[src/rtl/bt_cmd_rx.sv]
// UART 8N1 receiver and ASCII command decoder (song select, volume pulses) for the BT serial link.
// Optional echo transmitter enabled by defining BT_ECHO_EN; default build holds UART_TXD at 1.
module bt_cmd_rx #(
    parameter int CLK_FREQ  = 100000000,
    parameter int BAUD      = 9600,
    parameter int NUM_SONGS = 7
) (
    input  logic       CLK,
    input  logic       RST,
    input  logic       UART_RXD,
    output logic       UART_TXD,
    output logic [7:0] rxd_data,
    output logic       rx_valid,
    output logic       frame_err,
    output logic [2:0] sw,
    output logic       sw_changed,
    output logic       vol_up,
    output logic       vol_down
);

    localparam int CPB = CLK_FREQ / BAUD;
    localparam int CW  = $clog2(CPB + 1);
    localparam logic [CW-1:0] BIT_LAST  = CW'(CPB - 1);
    localparam logic [CW-1:0] HALF_LAST = CW'(CPB / 2 - 1);
    localparam logic [7:0]    SONG_MAX  = 8'(8'h30 + NUM_SONGS);
    localparam logic [2:0]    SW_LAST   = 3'(NUM_SONGS - 1);

    typedef enum logic [1:0] {
        RX_IDLE  = 2'd0,
        RX_START = 2'd1,
        RX_DATA  = 2'd2,
        RX_STOP  = 2'd3
    } rx_state_t;

    logic            rxd_meta_r;
    logic            rxd_sync_r;
    rx_state_t       rx_state_r;
    logic [CW-1:0]   rx_cnt_r;
    logic [2:0]      rx_bit_r;
    logic [7:0]      rx_shift_r;
    logic            rx_armed_r;
    logic [7:0]      rxd_data_r;
    logic            rx_valid_r;
    logic            frame_err_r;
    logic [2:0]      sw_r;
    logic            sw_changed_r;
    logic            vol_up_r;
    logic            vol_down_r;
    logic [2:0]      sw_nxt_s;
    logic            up_s;
    logic            dn_s;

    // Two-flop synchroniser for the asynchronous serial input (idle high)
    always_ff @(posedge CLK or negedge RST) begin
        if (!RST) begin
            rxd_meta_r <= 1'b1;
            rxd_sync_r <= 1'b1;
        end else begin
            rxd_meta_r <= UART_RXD;
            rxd_sync_r <= rxd_meta_r;
        end
    end

    // Receive state machine; rx_armed_r blocks a new frame until the line has been high
    always_ff @(posedge CLK or negedge RST) begin
        if (!RST) begin
            rx_state_r  <= RX_IDLE;
            rx_cnt_r    <= '0;
            rx_bit_r    <= 3'd0;
            rx_shift_r  <= 8'h00;
            rx_armed_r  <= 1'b0;
            rxd_data_r  <= 8'h00;
            rx_valid_r  <= 1'b0;
            frame_err_r <= 1'b0;
        end else begin
            rx_valid_r  <= 1'b0;
            frame_err_r <= 1'b0;
            case (rx_state_r)
                RX_IDLE: begin
                    rx_cnt_r <= '0;
                    rx_bit_r <= 3'd0;
                    if (rxd_sync_r) begin
                        rx_armed_r <= 1'b1;
                    end else if (rx_armed_r) begin
                        rx_armed_r <= 1'b0;
                        rx_state_r <= RX_START;
                    end
                end
                RX_START: begin
                    if (rx_cnt_r == HALF_LAST) begin
                        rx_cnt_r   <= '0;
                        rx_state_r <= rxd_sync_r ? RX_IDLE : RX_DATA;
                    end else begin
                        rx_cnt_r <= rx_cnt_r + CW'(1);
                    end
                end
                RX_DATA: begin
                    if (rx_cnt_r == BIT_LAST) begin
                        rx_cnt_r   <= '0;
                        rx_shift_r <= {rxd_sync_r, rx_shift_r[7:1]};
                        rx_bit_r   <= rx_bit_r + 3'd1;
                        if (rx_bit_r == 3'd7) begin
                            rx_state_r <= RX_STOP;
                        end
                    end else begin
                        rx_cnt_r <= rx_cnt_r + CW'(1);
                    end
                end
                RX_STOP: begin
                    if (rx_cnt_r == BIT_LAST) begin
                        rx_cnt_r   <= '0;
                        rx_state_r <= RX_IDLE;
                        if (rxd_sync_r) begin
                            rxd_data_r <= rx_shift_r;
                            rx_valid_r <= 1'b1;
                        end else begin
                            frame_err_r <= 1'b1;
                        end
                    end else begin
                        rx_cnt_r <= rx_cnt_r + CW'(1);
                    end
                end
                default: begin
                    rx_state_r <= RX_IDLE;
                end
            endcase
        end
    end

    // Command decode of the byte presented on the rx_valid cycle
    always_comb begin
        sw_nxt_s = sw_r;
        up_s     = 1'b0;
        dn_s     = 1'b0;
        if (rx_valid_r) begin
            if ((rxd_data_r >= 8'h31) && (rxd_data_r <= SONG_MAX)) begin
                sw_nxt_s = 3'(rxd_data_r - 8'h31);
            end else begin
                case (rxd_data_r)
                    8'h4E:   sw_nxt_s = (sw_r == SW_LAST) ? 3'd0 : sw_r + 3'd1;
                    8'h50:   sw_nxt_s = (sw_r == 3'd0) ? SW_LAST : sw_r - 3'd1;
                    8'h55:   up_s = 1'b1;
                    8'h44:   dn_s = 1'b1;
                    default: sw_nxt_s = sw_r;
                endcase
            end
        end else begin
            sw_nxt_s = sw_r;
        end
    end

    // Registered decoder outputs, one clock after rx_valid
    always_ff @(posedge CLK or negedge RST) begin
        if (!RST) begin
            sw_r         <= 3'd0;
            sw_changed_r <= 1'b0;
            vol_up_r     <= 1'b0;
            vol_down_r   <= 1'b0;
        end else begin
            sw_r         <= sw_nxt_s;
            sw_changed_r <= (sw_nxt_s != sw_r);
            vol_up_r     <= up_s;
            vol_down_r   <= dn_s;
        end
    end

    assign rxd_data   = rxd_data_r;
    assign rx_valid   = rx_valid_r;
    assign frame_err  = frame_err_r;
    assign sw         = sw_r;
    assign sw_changed = sw_changed_r;
    assign vol_up     = vol_up_r;
    assign vol_down   = vol_down_r;

`ifdef BT_ECHO_EN
    logic            tx_busy_r;
    logic [8:0]      tx_shift_r;
    logic [3:0]      tx_bits_r;
    logic [CW-1:0]   tx_cnt_r;
    logic            txd_r;
    logic            pend_r;
    logic [7:0]      pend_data_r;
    logic            tx_end_s;

    assign tx_end_s = tx_busy_r && (tx_cnt_r == BIT_LAST) && (tx_bits_r == 4'd9);

    // Echo transmitter with a single overwrite-on-full pending byte
    always_ff @(posedge CLK or negedge RST) begin
        if (!RST) begin
            tx_busy_r   <= 1'b0;
            tx_shift_r  <= 9'h1FF;
            tx_bits_r   <= 4'd0;
            tx_cnt_r    <= '0;
            txd_r       <= 1'b1;
            pend_r      <= 1'b0;
            pend_data_r <= 8'h00;
        end else if (!tx_busy_r || tx_end_s) begin
            if (pend_r) begin
                tx_busy_r   <= 1'b1;
                txd_r       <= 1'b0;
                tx_shift_r  <= {1'b1, pend_data_r};
                tx_bits_r   <= 4'd0;
                tx_cnt_r    <= '0;
                pend_r      <= rx_valid_r;
                pend_data_r <= rx_valid_r ? rxd_data_r : pend_data_r;
            end else if (rx_valid_r) begin
                tx_busy_r  <= 1'b1;
                txd_r      <= 1'b0;
                tx_shift_r <= {1'b1, rxd_data_r};
                tx_bits_r  <= 4'd0;
                tx_cnt_r   <= '0;
            end else begin
                tx_busy_r <= 1'b0;
                txd_r     <= 1'b1;
                tx_cnt_r  <= '0;
            end
        end else begin
            if (rx_valid_r) begin
                pend_r      <= 1'b1;
                pend_data_r <= rxd_data_r;
            end
            if (tx_cnt_r == BIT_LAST) begin
                tx_cnt_r   <= '0;
                txd_r      <= tx_shift_r[0];
                tx_shift_r <= {1'b1, tx_shift_r[8:1]};
                tx_bits_r  <= tx_bits_r + 4'd1;
            end else begin
                tx_cnt_r <= tx_cnt_r + CW'(1);
            end
        end
    end

    assign UART_TXD = txd_r;
`else
    assign UART_TXD = 1'b1;
`endif

endmodule

[config.mk]
export PLATFORM = sky130hd
export DESIGN_NAME = bt_cmd_rx
export DESIGN_NICKNAME = d
export VERILOG_FILES = /design/src/rtl/bt_cmd_rx.sv
export SDC_FILE = /design/constraint.sdc
export NUM_CORES = 1
export LEC_CHECK = 0
export ABC_AREA = 1
export ABC_CLOCK_PERIOD_IN_PS = 2600
export CORE_MARGIN = 5
export CORE_UTILIZATION = 58
export DETAILED_ROUTE_END_ITERATION = 16
export GPL_ROUTABILITY_DRIVEN = 0
export GPL_TIMING_DRIVEN = 0
export PLACE_DENSITY = 0.79
export SLEW_MARGIN = 20
export SYNTH_ARGS = -nofsm -noshare
export SYNTH_HDL_FRONTEND = slang
export SYNTH_SLANG_ARGS = --single-unit
[constraint.sdc]
create_clock -name CLK -period 2.6 [get_ports CLK]
set_clock_uncertainty 0.15 [all_clocks]
set_input_delay 0.52 -clock CLK [delete_from_list [all_inputs] [get_ports CLK]]
set_output_delay 0.52 -clock CLK [all_outputs]
set_load 0.05 [all_outputs]
# Yosys cells after proc, flatten, opt, wreduce, memory -nomap -nowiden
# Index checks and enable logic that the tools add are counted.
[word_totals]
inputBits = 3
register_bits = 46
word_cells = 78
output_inout_bits = 17
[op_classes]
n_eq_ne = 18
n_addsub = 5
mux = 30
n_reduce_logical = 9
n_lt_le_gt_ge = 2
[ops]
columns = ["op", "n"]
rows = [
  ["$pmux 14 s3", 1],
  ["$eq 8x7->1 const B", 4],
  ["$mux 14", 2],
  ["$mux 3", 5],
  ["$add 14x1->14 const B", 1],
  ["$eq 14x13->1 const B", 1],
  ["$eq 14x14->1 const B", 1],
  ["$mux 2", 7],
  ["$mux 1", 12],
  ["$ne 2x2->1 const B", 6],
  ["$pmux 3 s2", 2],
  ["$ge 8x6->1 const B", 1],
  ["$le 8x6->1 const B", 1],
  ["$pmux 2 s4", 1],
  ["$add 3x1->3 const B", 2],
  ["$eq 3x3->1 const B", 2],
  ["$reduce_and 6->1", 1],
  ["$sub 3x1->3 const B", 2],
  ["$eq 2x2->1 const B", 2],
  ["$reduce_and 2->1", 2],
  ["$logic_not 3->1", 1],
  ["$ne 3x3->1", 1],
  ["$reduce_and 3->1", 1],
  ["$eq 2x1->1 const B", 1],
  ["4 further kinds", 4],
]

# Logic depth before layout (Yosys ltp)
# Gate-level depths: netlist of the first run.
[depth]
depth_word = 6
mapped_depth = 14
ltp_nobuf = 14

# Worst setup path before layout of the first run
# No wires, ideal clock.
[synth_timing]
path_kind = "register to register"
from = "register sw_r[0], in the netlist sw[0]"
to = "register sw_changed_r, in the netlist sw_changed"
t_arrival_ns = 1.836
t_required_ns = 2.331
stages_incl_launch_ff = 13
setup_ns = 0.119
slack_ns = 0.495
n_path_buf = 0
period_less_slack_ns = 2.105
path_cell_list = "dfrtp_1 -> inv_1 -> ha_1 -> nand2_1 -> inv_1 -> nor2_1 -> nand3_1 -> nand3_1 -> nand3_1 -> nand3_1 -> nand2_1 -> nor2_1 -> nand2_1"
[synth_via]
elab_chain_len = 6
elab_cells_between_ends = 10
cone_classes = "add/sub (2); eq/ne (2); mux (5); reduce/logical (1)"
[synth_lines]
columns = ["item", "line", "text"]
rows = [
  ["from (decl)", "45", "logic [2:0] sw_r;"],
  ["from (signal assigned)", "160", "sw_r <= sw_nxt_s;"],
  ["$sub 3x1->3, or another cell as far along", "141", "8'h50: sw_nxt_s = (sw_r == 3'd0) ? SW_LAST : sw_r - 3'd1;"],
  ["$mux 3, on equally long branches", "141, 140", ""],
  ["$pmux 3 s2", "139", "case (rxd_data_r)"],
  ["$mux 3", "136", "if ((rxd_data_r >= 8'h31) && (rxd_data_r <= SONG_MAX)) begin"],
  ["$mux 3", "135", "if (rx_valid_r) begin"],
  ["$ne 3x3->1 (*)", "161", "sw_changed_r <= (sw_nxt_s != sw_r);"],
  ["to (signal assigned)", "161", ""],
  ["to (decl)", "46", "logic sw_changed_r;"],
]
# Every way passes the cells marked *; elsewhere a longest branch is shown, timed or not.
# A chain may end at the register's enable or synchronous reset.

# Worst setup path after layout of the first run
[layout_timing]
from = "register sw_r[0], in the netlist sw[0]"
to = "output port sw[0]"
[layout_rtl]
columns = ["item", "line", "text"]
rows = [
  ["to (decl)", "15", "output logic [2:0] sw,"],
]
# No word-level cell between the ends.

==> results of run 1 <==
[final timing paths]
kind | startpoint | to | depth (start not counted)
max reg2reg | rxd_data[0] | sw_changed | 13
min reg2reg | rxd_meta_r | rxd_sync_r | 0
max in group asynchronous | RST | rx_state_r[0] | 2
min in group CLK | rxd_meta_r | rxd_sync_r | 0
min | RST | sw[1] | 1
max | sw[0] | sw[0] | 1
[registers in the layout (all words and copies together), names as in the netlist, named ones only]
signal      count
frame_err       1
rx_armed_r      1
rx_bit_r        3
rx_cnt_r       14
rx_shift_r      8
rx_state_r      1
rx_valid        1
rxd_data        8
rxd_meta_r      1
rxd_sync_r      1
sw              3
sw_changed      1
vol_down        1
vol_up          1
[logic make-up (layout without fill, tap and decap cells)]
kind of cell | Yosys count | in the layout
flip-flops | 46 | 46
AO/OA/AOI/OAI | 39 | 39
adder cells (fa/ha/maj) | 12 | 12
other | 1 | 1
AND/OR/NAND/NOR | 157 | 157
XOR/XNOR | 4 | 4
buffers and inverters | 54 | 81
[cell usage in the layout (no fill, tap or decap), types with 2 or more instances in the layout]
master	Yosys	routed
a21oi_1	7	7
buf_2	1	2
clkbuf_1	2	2
clkbuf_8	0	5
clkdlybuf4s50_1	0	17
dfrtp_1	44	44
dfstp_2	2	2
ha_1	12	12
inv_1	47	47
nand2_1	74	74
nand2_2	5	5
nand3_1	27	27
nand4_1	6	6
nor2_1	30	30
nor3_1	4	4
nor4_1	4	4
o21ai_0	13	13
o21ai_1	7	7
o21ai_2	9	9
xor2_1	3	3
[per-layer routing]
| metal | vias up | track usage (%) |
|---|---|---|
| met4 | 0 | 6.58 |
| met2 | 26 | 29.9 |
| met1 | 939 | 23.0 |
| met3 | 6 | 4.73 |
| li1 | 1047 | - |
| met5 | - | 0 |
[cell type report]
type	count	area (µm²)
flip-flops and latches	46	1150
inverters	49	184
plain buffers	5	31.3
multi-input cells	213	1160
repair buffers	19	195
fillers	361	1420
clock buffers	5	68.8
well taps	52	65.1
clock inverters	3	25.0
[Yosys cell counts, drive strengths merged, types with 3 or more instances]
master	instances	area share (%)
nor3	5	1.2
nand3	28	6.0
nor4	4	0.99
o21ai	30	7.7
a21oi	7	1.4
nor2	32	5.7
buf	3	0.94
nand2	80	13
xor2	3	1.0
nand4	6	1.5
dfrtp	44	44
inv	48	7.1
ha	12	5.9
[power by group]
part           leakage (nW)  internal, mW  total (mW)  switching (mW)
Sequential            0.628         0.762       0.801          0.0383
Combinational         0.722         0.102       0.328           0.226
Clock                0.0447         0.194       0.447           0.253
Total                  1.39          1.06        1.58           0.517
==> reports/results.tsv, run 1 <==
metric	value	unit
outcome	complete, no violations	
report.final.hold_viol_count	0	
path_max_fanout	6	
post-route-period-util	87.5	%
synth_fp_nets	328	
placed_cell_area	0.00279	mm²
worst_hold_slack	0.00370	ns
relSlewSlack	65.6	%
synthArstFlopShare	100	%
finalCoreUtilization	67.0	%
synth_sequential_area_ratio	45.7	%
grt_setup_unrepaired	false	
finalSetupViolations	0	
tritoncts_num_sinks	46	
cts.reportedPaths.clkPinSlew	0.09	ns
worstSkewPairLatency	0.30	ns
synth_adder_area_share	5.95	%
die_width	76.0	µm
n_antenna_cell	0	
synth-edff-count	0	
synth_top_family_by_area	simple AND/OR/NAND/NOR gates	
critical_path_required	1.93	ns
synth-compound-area-share	9.66	%
synthesis.area	0.00252	mm²
synthSimpleGateAreaFrac	28.6	%
design.die.area	0.00577	mm²
first_global_vias	2022	
post_synth_mux_area_share	0	%
drt_pre_antenna_iters	4	
top_level_ports	20	
grt_pass1_wl	8800	µm
count_of_hold_buffers_inserted_by_post_cts_repair	0	
timing_worst_slew_pin_value	0.514	ns
timing_max_transition_violations_final	0	
routedLengthMet1	2160	µm
detail_route.drc_violations	0	
post-route-min-period	2.28	ns
num_vias	2018	
cts_setup_buffers	0	
timing.critical_path.slowest_stage_cell	clkdlybuf4s50_1	
post_synth_cell_types	34	
finalPower	1.58	mW
h-tree-depth	2	
worstPathBufferInverterCount	1	
layout-area-overhead-vs-synth	14.0	%
pin_count_of_the_biggest_net_entering_global_routing	28	
share_of_final_layout_standard_cells_stronger_than_drive_strength_1	10.6	%
drtAntennaViolNets	0	
post_cts_resized	0	
drv.max_cap_violation_count	0	
postSynthAreaPerCell	8.07	µm²
final_cells	392	
post_synth_inst_count	313	
peakVddDrop	0.498	mV
critical_path.endpoint_type	primary output	
root_buffer	clkbuf_8	
static-leakage-power	1.39	nW
post_drt_wl_per_cell	12.0	µm
totalNegativeSetupSlack	0	ns
met2RoutedLength	2310	µm
finalWirelength	4700	µm
clock_tree_from_tritoncts	built	
placed_cells_incl_taps	384	
core	0.00429	mm²
regToRegSetupSlack	0.49	ns
io_buffers	18	
p_per_area	547	mW/mm²
cpLargestDelayFamily	buffers and inverters	
min_path_type	in -> async	
hpwl_after_dpl	3620	µm
gr-usage-all-layers	18.2	%
drt-initial-drc-count	118	
synth_xor_area_share	1.39	%
detail_route.vias_per_cell	5.15	
startpoint_type	flop	
dieHeight	76.0	µm
max_clock_freq	439	MHz
ys_ff_latch	46	
cts-root-to-sink-buffers	2	
detailroute.wirelength.met3	165	µm
fp-row-count	24	
topRoutingLayerUsed	met4	
globalRoute.totalOverflow	0	
setup_slack	0.325	ns
synthesis_warning_total	0	
nets	354	
grt_antenna_before_repair	0	
dp_slack	0.528	ns
post-route-cell-area	0.00288	mm²
dominant_synthesized_flop_cell	dfrtp_1	
worstPathArrival	1.61	ns
timing.setup.critical_path_class	reg -> out	
floorplan.initialDensity	58.8	%
crit_chain	clkdlybuf4s50_1	
crit_path_max_incr_delay	0.84	ns
cts-buffers-inserted	5	
Note: power is estimated with default switching activity, not from simulation.
==> inputs of run 2 (changes only) <==
--- a/config.mk
+++ b/config.mk
@@ -13,6 +13,7 @@
 export GPL_ROUTABILITY_DRIVEN = 0
 export GPL_TIMING_DRIVEN = 0
 export PLACE_DENSITY = 0.79
+export SETUP_SLACK_MARGIN = 0.3
 export SLEW_MARGIN = 20
 export SYNTH_ARGS = -nofsm -noshare
 export SYNTH_HDL_FRONTEND = slang
==> run 2 against run 1 <==
Effect of this change: setup slack better by 0.035 ns; core utilization up 0.23 points; critical endpoint is now sw[1]; highest routed layer unchanged; worst hold slack better by 0.0012 ns; register-to-register slack better by 0.09 ns; first-iteration DRC count up 3.4%; critical path depth unchanged; design area up 0.35%.
==> reports/results.tsv, run 2 (synthesis results as in run 1) <==
metric	value	unit
outcome	complete, no violations	
peakVddDrop	0.498	mV
gr-usage-all-layers	18.2	%
timing.setup.critical_path_class	reg -> out	
cts-buffers-inserted	5	
post-route-period-util	86.2	%
cts.reportedPaths.clkPinSlew	0.09	ns
report.final.hold_viol_count	0	
nets	354	
top_register	rx_cnt_r	
layout_commonest_cell	nand2_1	
largest_register_ff_count	14	
worstPathBufferInverterCount	1	
worst-r2r-cell-count	8	
drt_pre_antenna_iters	4	
critical_path_origin	sw[1]	
timing_worst_slew_pin_value	0.514	ns
relSlewSlack	65.6	%
share_of_final_layout_standard_cells_stronger_than_drive_strength_1	11.2	%
first_global_vias	2022	
drv.max_cap_violation_count	0	
design.die.area	0.00577	mm²
post_cts_resized	0	
globalRoute.totalOverflow	0	
timing_max_transition_violations_final	0	
core	0.00429	mm²
grt_antenna_before_repair	0	
fp-row-count	24	
finalWirelength	4710	µm
critical_path.endpoint_type	primary output	
top_level_ports	20	
cts_setup_buffers	0	
grt_pass1_wl	8800	µm
layout-area-overhead-vs-synth	14.4	%
pin_count_of_the_biggest_net_entering_global_routing	28	
post_drt_wl_per_cell	12.0	µm
cts-root-to-sink-buffers	2	
num_vias	2021	
critical_register_to_register_path_endpoint	rx_cnt_r[2]	
most-common-layout-cells	nand2_1, inv_1, dfrtp_1	
worst_hold_slack	0.00492	ns
setup_slack	0.359	ns
clock_tree_from_tritoncts	built	
crit_path_max_incr_delay	0.83	ns
dieHeight	76.0	µm
drt-initial-drc-count	122	
max_clock_freq	446	MHz
detail_route.drc_violations	0	
tritoncts_num_sinks	46	
finalSetupViolations	0	
min_path_type	in -> async	
crit_chain	clkdlybuf4s50_1	
timing.rr.start	rx_cnt_r[0]	
dp_slack	0.528	ns
static-leakage-power	1.43	nW
io_buffers	18	
floorplan.initialDensity	58.8	%
multiInputGateArea	0.00116	mm²
detail_route.vias_per_cell	5.16	
critical_path_required	1.93	ns
root_buffer	clkbuf_8	
worstPathArrival	1.57	ns
n_antenna_cell	0	
startpoint_type	flop	
h-tree-depth	2	
cpLargestDelayFamily	buffers and inverters	
regToRegSetupSlack	0.58	ns
endpoint	sw[1]	
register_area	0.00115	mm²
fillerInstances	358	
drtAntennaViolNets	0	
critical_path_cell_count	1	
timing.critical_path.slowest_stage_cell	clkdlybuf4s50_1	
path_max_fanout	5	
worstSkewPairLatency	0.30	ns
p_per_area	546	mW/mm²
die_width	76.0	µm
grt_setup_unrepaired	false	
count_of_hold_buffers_inserted_by_post_cts_repair	0	
post-route-min-period	2.24	ns
hpwl_after_dpl	3620	µm
run 2: cell count changes in the layout (fill, tap and decap cells not counted):
cell / previous run / this run
clkdlybuf4s50_1: 17 / 15
dlymetal6s2s_1: 0 / 2
nor2_1: 30 / 28
nor2_2: 0 / 2
run 2: report_power, final:
group / switching [mW] / internal, mW / total, mW
clock network: 0.252 / 0.194 / 0.446
registers: 0.0384 / 0.762 / 0.801
logic: 0.227 / 0.102 / 0.329
run 2: stage by stage:
step / utilization [%] / instances / setup TNS [ns] / total power [mW] / area [µm²]
2_1_floorplan: - / 313 / 0 / 1.06 / 2520
3_3_place_gp: 64.5 / 383 / -18.00 / 1.13 / 2770
3_5_place_dp: 64.9 / 384 / 0 / 1.15 / 2790
4_1_cts: 67.0 / 392 / 0 / 1.60 / 2880
5_1_grt: 67.3 / 392 / 0 / 1.70 / 2890
6_report: 67.3 / 392 / 0 / 1.58 / 2890
run 2: worst min-delay path by stage:
stage                     from                    endpoint  slack [ns]  depth (start not counted)
floorplan                  RST  asynchronous set/reset pin        0.07                          0
global placement    rxd_meta_r                  rxd_sync_r        0.20                          0
detailed placement  rxd_meta_r                  rxd_sync_r        0.20                          0
CTS                        RST                       sw[1]        0.02                          1
global route               RST                       sw[1]        0.04                          1
finish                     RST                       sw[1]       0.005                          1
run 2: worst reg2reg max path, delay by kind of cell (launching register included):
family,cells,cell delay [ns]
AO/OA/AOI/OAI,1,0.20
adder cells (fa/ha/maj),1,0.22
buffers and inverters,1,0.29
flip-flops,1,0.41
AND/OR/NAND/NOR,5,0.66
run 2: per-layer routing:
| layer | GRT usage (%) | wire, µm | vias to the layer above |
|---|---|---|---|
| met4 | 6.58 | 67 | 0 |
| met1 | 23.0 | 2170 | 939 |
| li1 | - | - | 1048 |
| met3 | 4.73 | 152 | 6 |
| met2 | 29.9 | 2320 | 28 |
| met5 | 0 | 0 | - |
run 2: layout make-up:
type | count | area share (%)
multi-input combinational | 213 | 40.2
clock inverter | 3 | 0.866
tap | 52 | 2.25
inverter | 49 | 6.37
buffer | 5 | 1.08
clock buffer | 5 | 2.38
sequential | 46 | 39.9
timing repair buffer | 19 | 6.93
